### config.mk
export PLATFORM = sky130hd
export DESIGN_NAME = sha256_msg_schedule
export DESIGN_NICKNAME = d
export VERILOG_FILES = /design/src/rtl/sha256_pkg.sv /design/src/rtl/sha256_small_sigma.sv /design/src/rtl/sha256_msg_schedule.sv
export SDC_FILE = /design/constraint.sdc
export NUM_CORES = 2
export LEC_CHECK = 0
export ABC_AREA = 1
export ABC_CLOCK_PERIOD_IN_PS = 24900
export CORE_MARGIN = 5
export CORE_UTILIZATION = 53
export CTS_BUF_LIST = sky130_fd_sc_hd__clkbuf_16
export CTS_CLUSTER_DIAMETER = 30
export CTS_CLUSTER_SIZE = 20
export DETAILED_ROUTE_END_ITERATION = 12
export PLACE_DENSITY = 0.89
export SLEW_MARGIN = 40
export SYNTH_ARGS = -nofsm -noshare
export SYNTH_HDL_FRONTEND = slang
export SYNTH_HIERARCHICAL = 1
export SYNTH_SLANG_ARGS = --single-unit
### constraint.sdc
create_clock -name clk -period 24.9 [get_ports clk]
set_clock_uncertainty 0.15 [all_clocks]
set_input_delay 4.98 -clock clk [delete_from_list [all_inputs] [get_ports clk]]
set_output_delay 4.98 -clock clk [all_outputs]
set_load 0.01 [all_outputs]
### src/rtl/sha256_pkg.sv
// Shared SHA-256 definitions: widths, schedule FSM encoding and bit helpers.
// Used by the message-schedule expander and its small-sigma sub-module.
package sha256_pkg;

    localparam int SHA256_WORD_W  = 32;
    localparam int SHA256_BLOCK_W = 512;
    localparam int SHA256_WIN_N   = 16;

    localparam logic [1:0] ST_IDLE = 2'd0;
    localparam logic [1:0] ST_RUN  = 2'd1;
    localparam logic [1:0] ST_DONE = 2'd2;

    typedef enum logic [1:0] {
        IDLE = ST_IDLE,
        RUN  = ST_RUN,
        DONE = ST_DONE
    } sched_state_t;

    typedef logic [SHA256_WORD_W-1:0] word_t;

    function automatic word_t rotr(input word_t x, input int unsigned n);
        return (x >> n) | (x << (SHA256_WORD_W - n));
    endfunction

    function automatic word_t shr(input word_t x, input int unsigned n);
        return x >> n;
    endfunction

    function automatic word_t bswap32(input word_t x);
        return {x[7:0], x[15:8], x[23:16], x[31:24]};
    endfunction

    // Word k of a block, W0 in the most significant slot.
    function automatic word_t block_word(
        input logic [SHA256_BLOCK_W-1:0] b,
        input int unsigned               k
    );
        return b[SHA256_BLOCK_W-1 - k*SHA256_WORD_W -: SHA256_WORD_W];
    endfunction

endpackage

### src/rtl/sha256_small_sigma.sv
// SHA-256 small sigma function, combinational.
// SEL=0 gives s0 (7,18,>>3); SEL=1 gives s1 (17,19,>>10).
module sha256_small_sigma
    import sha256_pkg::*;
#(
    parameter int SEL = 0
) (
    input  logic [31:0] x,
    output logic [31:0] y
);

    localparam int unsigned ROT_A = (SEL == 0) ? 7  : 17;
    localparam int unsigned ROT_B = (SEL == 0) ? 18 : 19;
    localparam int unsigned SHR_C = (SEL == 0) ? 3  : 10;

    assign y = rotr(x, ROT_A) ^ rotr(x, ROT_B) ^ shr(x, SHR_C);

endmodule

### src/rtl/sha256_msg_schedule.sv
// SHA-256 message-schedule expander over a 16-word sliding window.
// Define SHA256_SCHED_BYTESWAP_EN to byte-reverse each word at load.
module sha256_msg_schedule
    import sha256_pkg::*;
#(
    parameter int NUM_WORDS = 64,
    parameter int IDX_W     = 6
) (
    input  logic             clk,
    input  logic             rst,
    input  logic             start,
    input  logic [511:0]     block_in,
    output logic             busy,
    output logic             w_valid,
    input  logic             w_ready,
    output logic [31:0]      w_out,
    output logic [IDX_W-1:0] w_idx,
    output logic             done
);

    sched_state_t     state_q;
    sched_state_t     state_d;
    word_t            win_q [SHA256_WIN_N];
    word_t            win_d [SHA256_WIN_N];
    logic [IDX_W-1:0] t_q;
    logic [IDX_W-1:0] t_d;

    word_t s0_w;
    word_t s1_w;
    word_t w_new;
    logic  accept;
    logic  last;

    function automatic word_t load_word(
        input logic [SHA256_BLOCK_W-1:0] b,
        input int unsigned               k
    );
`ifdef SHA256_SCHED_BYTESWAP_EN
        return bswap32(block_word(b, k));
`else
        return block_word(b, k);
`endif
    endfunction

    sha256_small_sigma #(.SEL(0)) u_s0 (
        .x (win_q[1]),
        .y (s0_w)
    );

    sha256_small_sigma #(.SEL(1)) u_s1 (
        .x (win_q[14]),
        .y (s1_w)
    );

    // W[t+16] from the window that currently holds W[t..t+15].
    assign w_new  = s1_w + win_q[9] + s0_w + win_q[0];
    assign accept = (state_q == RUN) && w_ready;
    assign last   = (t_q == IDX_W'(NUM_WORDS - 1));

    always_comb begin
        state_d = state_q;
        t_d     = t_q;
        for (int k = 0; k < SHA256_WIN_N; k++) begin
            win_d[k] = win_q[k];
        end
        unique case (state_q)
            IDLE: begin
                if (start) begin
                    state_d = RUN;
                    t_d     = '0;
                    for (int k = 0; k < SHA256_WIN_N; k++) begin
                        win_d[k] = load_word(block_in, k);
                    end
                end
            end
            RUN: begin
                if (accept) begin
                    for (int k = 0; k < SHA256_WIN_N-1; k++) begin
                        win_d[k] = win_q[k+1];
                    end
                    win_d[SHA256_WIN_N-1] = w_new;
                    t_d = t_q + IDX_W'(1);
                    if (last) begin
                        state_d = DONE;
                    end
                end
            end
            DONE: begin
                state_d = IDLE;
            end
            default: begin
                state_d = IDLE;
            end
        endcase
    end

    always_ff @(posedge clk or posedge rst) begin
        if (rst) begin
            state_q <= IDLE;
            t_q     <= '0;
            for (int k = 0; k < SHA256_WIN_N; k++) begin
                win_q[k] <= '0;
            end
        end else begin
            state_q <= state_d;
            t_q     <= t_d;
            for (int k = 0; k < SHA256_WIN_N; k++) begin
                win_q[k] <= win_d[k];
            end
        end
    end

    assign w_valid = (state_q == RUN);
    assign done    = (state_q == DONE);
    assign busy    = (state_q != IDLE);
    assign w_out   = w_valid ? win_q[0] : '0;
    assign w_idx   = w_valid ? t_q : '0;

endmodule

==> flow_summary.yaml <==
route:
  routed_wl_um: 114000
  drc: 0
  first_iter_violations: 3219
  via_per_inst: 5.66
  drtAntennaViolNets: 0
  wire_per_inst_um: 21.7
  drtPass1Iterations: 6
  num_vias: 29700
global_routing:
  grt_pass1_wl_um: 167000
  grt_max_degree: 235
  grtUsageTotal_pct: 35.9
  grt_overflow: 0
  grt_antenna_before_repair: 30
  grt_pass1_vias: 28600
clock_network:
  cts_buffers: 100
  clockRootBuffer: "clkbuf_16"
  cts.sinks: 520
  htree_levels: 3
  clk_pin_slew_ns: 0.06
  clockBufferDepth: 3
  insertion_delay_ns: 0.67
  hold_buffers: 0
  cts_tree: "yes"
  cts_setup_buffers: 0
  ctsResizeCount: 0
final_layout:
  nNetsFinal: 4992
  area_delta_synth_final_pct: 31.1
  fin_cells: 5248
  regArea_mm2: 0.0130
  n_fill_cell: 4211
  final_util_pct: 69.7
  multi_input_area_mm2: 0.0132
  drive_above_1_share_pct: 4.50
setup_path:
  r2r-end: "win_q[56]"
  critPathKind: "flip-flop to output pin"
  cp_top_family: "buffers and inverters"
  path_buf_inv: 3
  start_kind: "flip-flop"
  cpMaxStageDelayCell: "buf_4"
  cp.arrival_ns: 3.51
  reg2reg_depth: 10
  critPathMaxStageDelay_ns: 0.78
  cp_max_fo: 109
  crit_chain: "nand2_8 > buf_4 > inv_8 > clkdlybuf4s50_1"
  crit_required_ns: 19.77
  worst-path-stages: 4
  r2r-start: "state_q[0]"
  crit_end: "w_valid"
  reg2reg_slack_ns: 19.37
  cp-end-kind: "output pin"
  cp-startpoint: "state_q[0]"
timing:
  timing.slew.headroom_pct: 43.1
  fmax_ghz: 0.116
  report.final.setup_viol: 0
  tightestPinTransition_ns: 0.853
  rsz0062_at_grt: "no"
  fin_crit_sh_pct: 34.7
  final_hold_viol_count: 0
  fin_ws_ns: 16.26
  drv_slew: 0
  fin_tns_setup_ns: 0
  fin_crit_ns: 8.64
synth:
  synth_compound_area_share_pct: 19.7
  yosysWarnings: 6
  synth_fa_ha_area_share_pct: 5.49
  netlist_instances: 3932
  synth_largest_area_cell: "dfrtp_1"
  synth_edf_count: 0
  synth_seq_cells: 520
  postSynthAreaPerCell_um2: 7.60
  yosysMostFrequentCell: "nand2_1"
  yosys.area_share.simple_pct: 18.4
  synth_top_area_share_pct: 43.5
  synth_top_cells_by_count: "nand2_1, inv_1, dfrtp_1, o211ai_1, o21ai_0"
  synth.area.top_cells: "dfrtp_1, nand2_1, o211ai_1"
  synth_nets: 4542
  synth-xor-area-share_pct: 0.557
  seq_area_frac_synth_pct: 43.5
  synth.mux.area_fraction_pct: 0
  synthArstFlopShare_pct: 100
  synthesis.area_mm2: 0.0299
  synth.distinct_cells: 33
  synthFlopType: "dfrtp_1"
  synth_top_family_by_area: "compound AO/OA/AOI/OAI gates"
flow_run:
  maxCapViolations: 0
floorplanning:
  coreArea_mm2: 0.0562
  die-area_mm2: 0.0612
  fp.dieH_um: 247
  rows: 87
  boundaryPins: 557
  die_width_um: 247
  initial_core_util_pct: 53.2
placement:
  io_buffers: 556
  dpl.cell_count: 5035
  gp_congestion: 0.981
  dp_slack_ns: 16.17
  dpl.hpwl_um: 81200
min_path:
  holdCritPathClass: "flip-flop to flip-flop"
status:
  status: "complete, no violations"
==> worst min path at each step <==
stage,start,to,slack (ns),cells past startpoint
floorplan,win_q[3],win_q[3],0.33,2
global placement,win_q[319],win_q[319],0.35,2
detailed placement,win_q[69],win_q[69],0.35,2
CTS,win_q[252],win_q[252],0.37,2
global route,win_q[282],win_q[282],0.38,2
finish,win_q[225],win_q[225],0.37,2
==> metal layers <==
| layer | vias up | wire length, um | GRT usage, % | part of all wire (%) |
|---|---|---|---|---|
| met5 | - | 95 | 0 | 0.083 |
| met4 | 14 | 9380 | 25.2 | 8.2 |
| met3 | 439 | 11300 | 10.2 | 9.9 |
| met2 | 1687 | 51800 | 55.9 | 45 |
| met1 | 14000 | 41600 | 43.3 | 36 |
| li1 | 13600 | - | - | - |
==> stage by stage <==
step | area, um^2 | hold slack (ns)
floorplan | 29900 | 0.331
global placement | 35500 | 0.346
detailed placement | 35700 | 0.354
CTS | 39100 | 0.366
global route | 39200 | 0.380
finish | 39200 | 0.366
==> logic make-up after synthesis <==
family,after synthesis
DFF,520
buffers and inverters,922
adders and majority gates,94
and+or+nand+nor,1420
AOI/OAI and AO/OA,957
xor gates and xnor gates,19
==> flip-flops by register name (all words and copies together) (netlist names) <==
name	flops
win_q	512
state_q	2
t_q	6
==> cell usage in the layout, fill, tap and decap left out, drive strengths merged <==
cell           instances
nor2                 220
a21o                   1
nand3                101
dfrtp                520
o211ai               361
inv                  723
fa                    62
nor3                   6
nand3b                 2
clkbuf               102
o21ai                379
clkdlybuf4s50        556
a21oi                 76
nand2               1088
xor2                  17
a31oi                123
a221oi                 1
clkinv                32
o21bai                 2
ha                    32
xnor2                  2
a22oi                 13
and3                   1
bufinv                11
o22ai                  1
clkinvlp              13
diode                 26
nand4                  2
buf                   19
==> area by class of cell <==
| class | instances | area share (%) |
|---|---|---|
| Timing Repair Buffer | 577 | 15.1 |
| Antenna cell | 26 | 0.166 |
| Inverter | 693 | 6.69 |
| Multi-Input combinational cell | 2490 | 33.7 |
| Sequential cell | 520 | 33.2 |
| Clock inverter | 86 | 2.28 |
| Clock buffer | 100 | 6.39 |
| Tap cell | 756 | 2.41 |
==> worst register-to-register path, cell delays in order (launching register included) <==
cell and delay [ns]:
dfrtp_1 0.54, nand2_8 0.42, buf_4 0.57, inv_8 0.50, nand2_1 0.28, nand2_8 0.44, buf_6 0.73, buf_6 0.68
clkbuf_8 0.74, nor2_1 0.19, a31oi_1 0.20
Power is not shown: default switching activity piles up to over one toggle a cycle in this logic, so the estimate is an artifact.
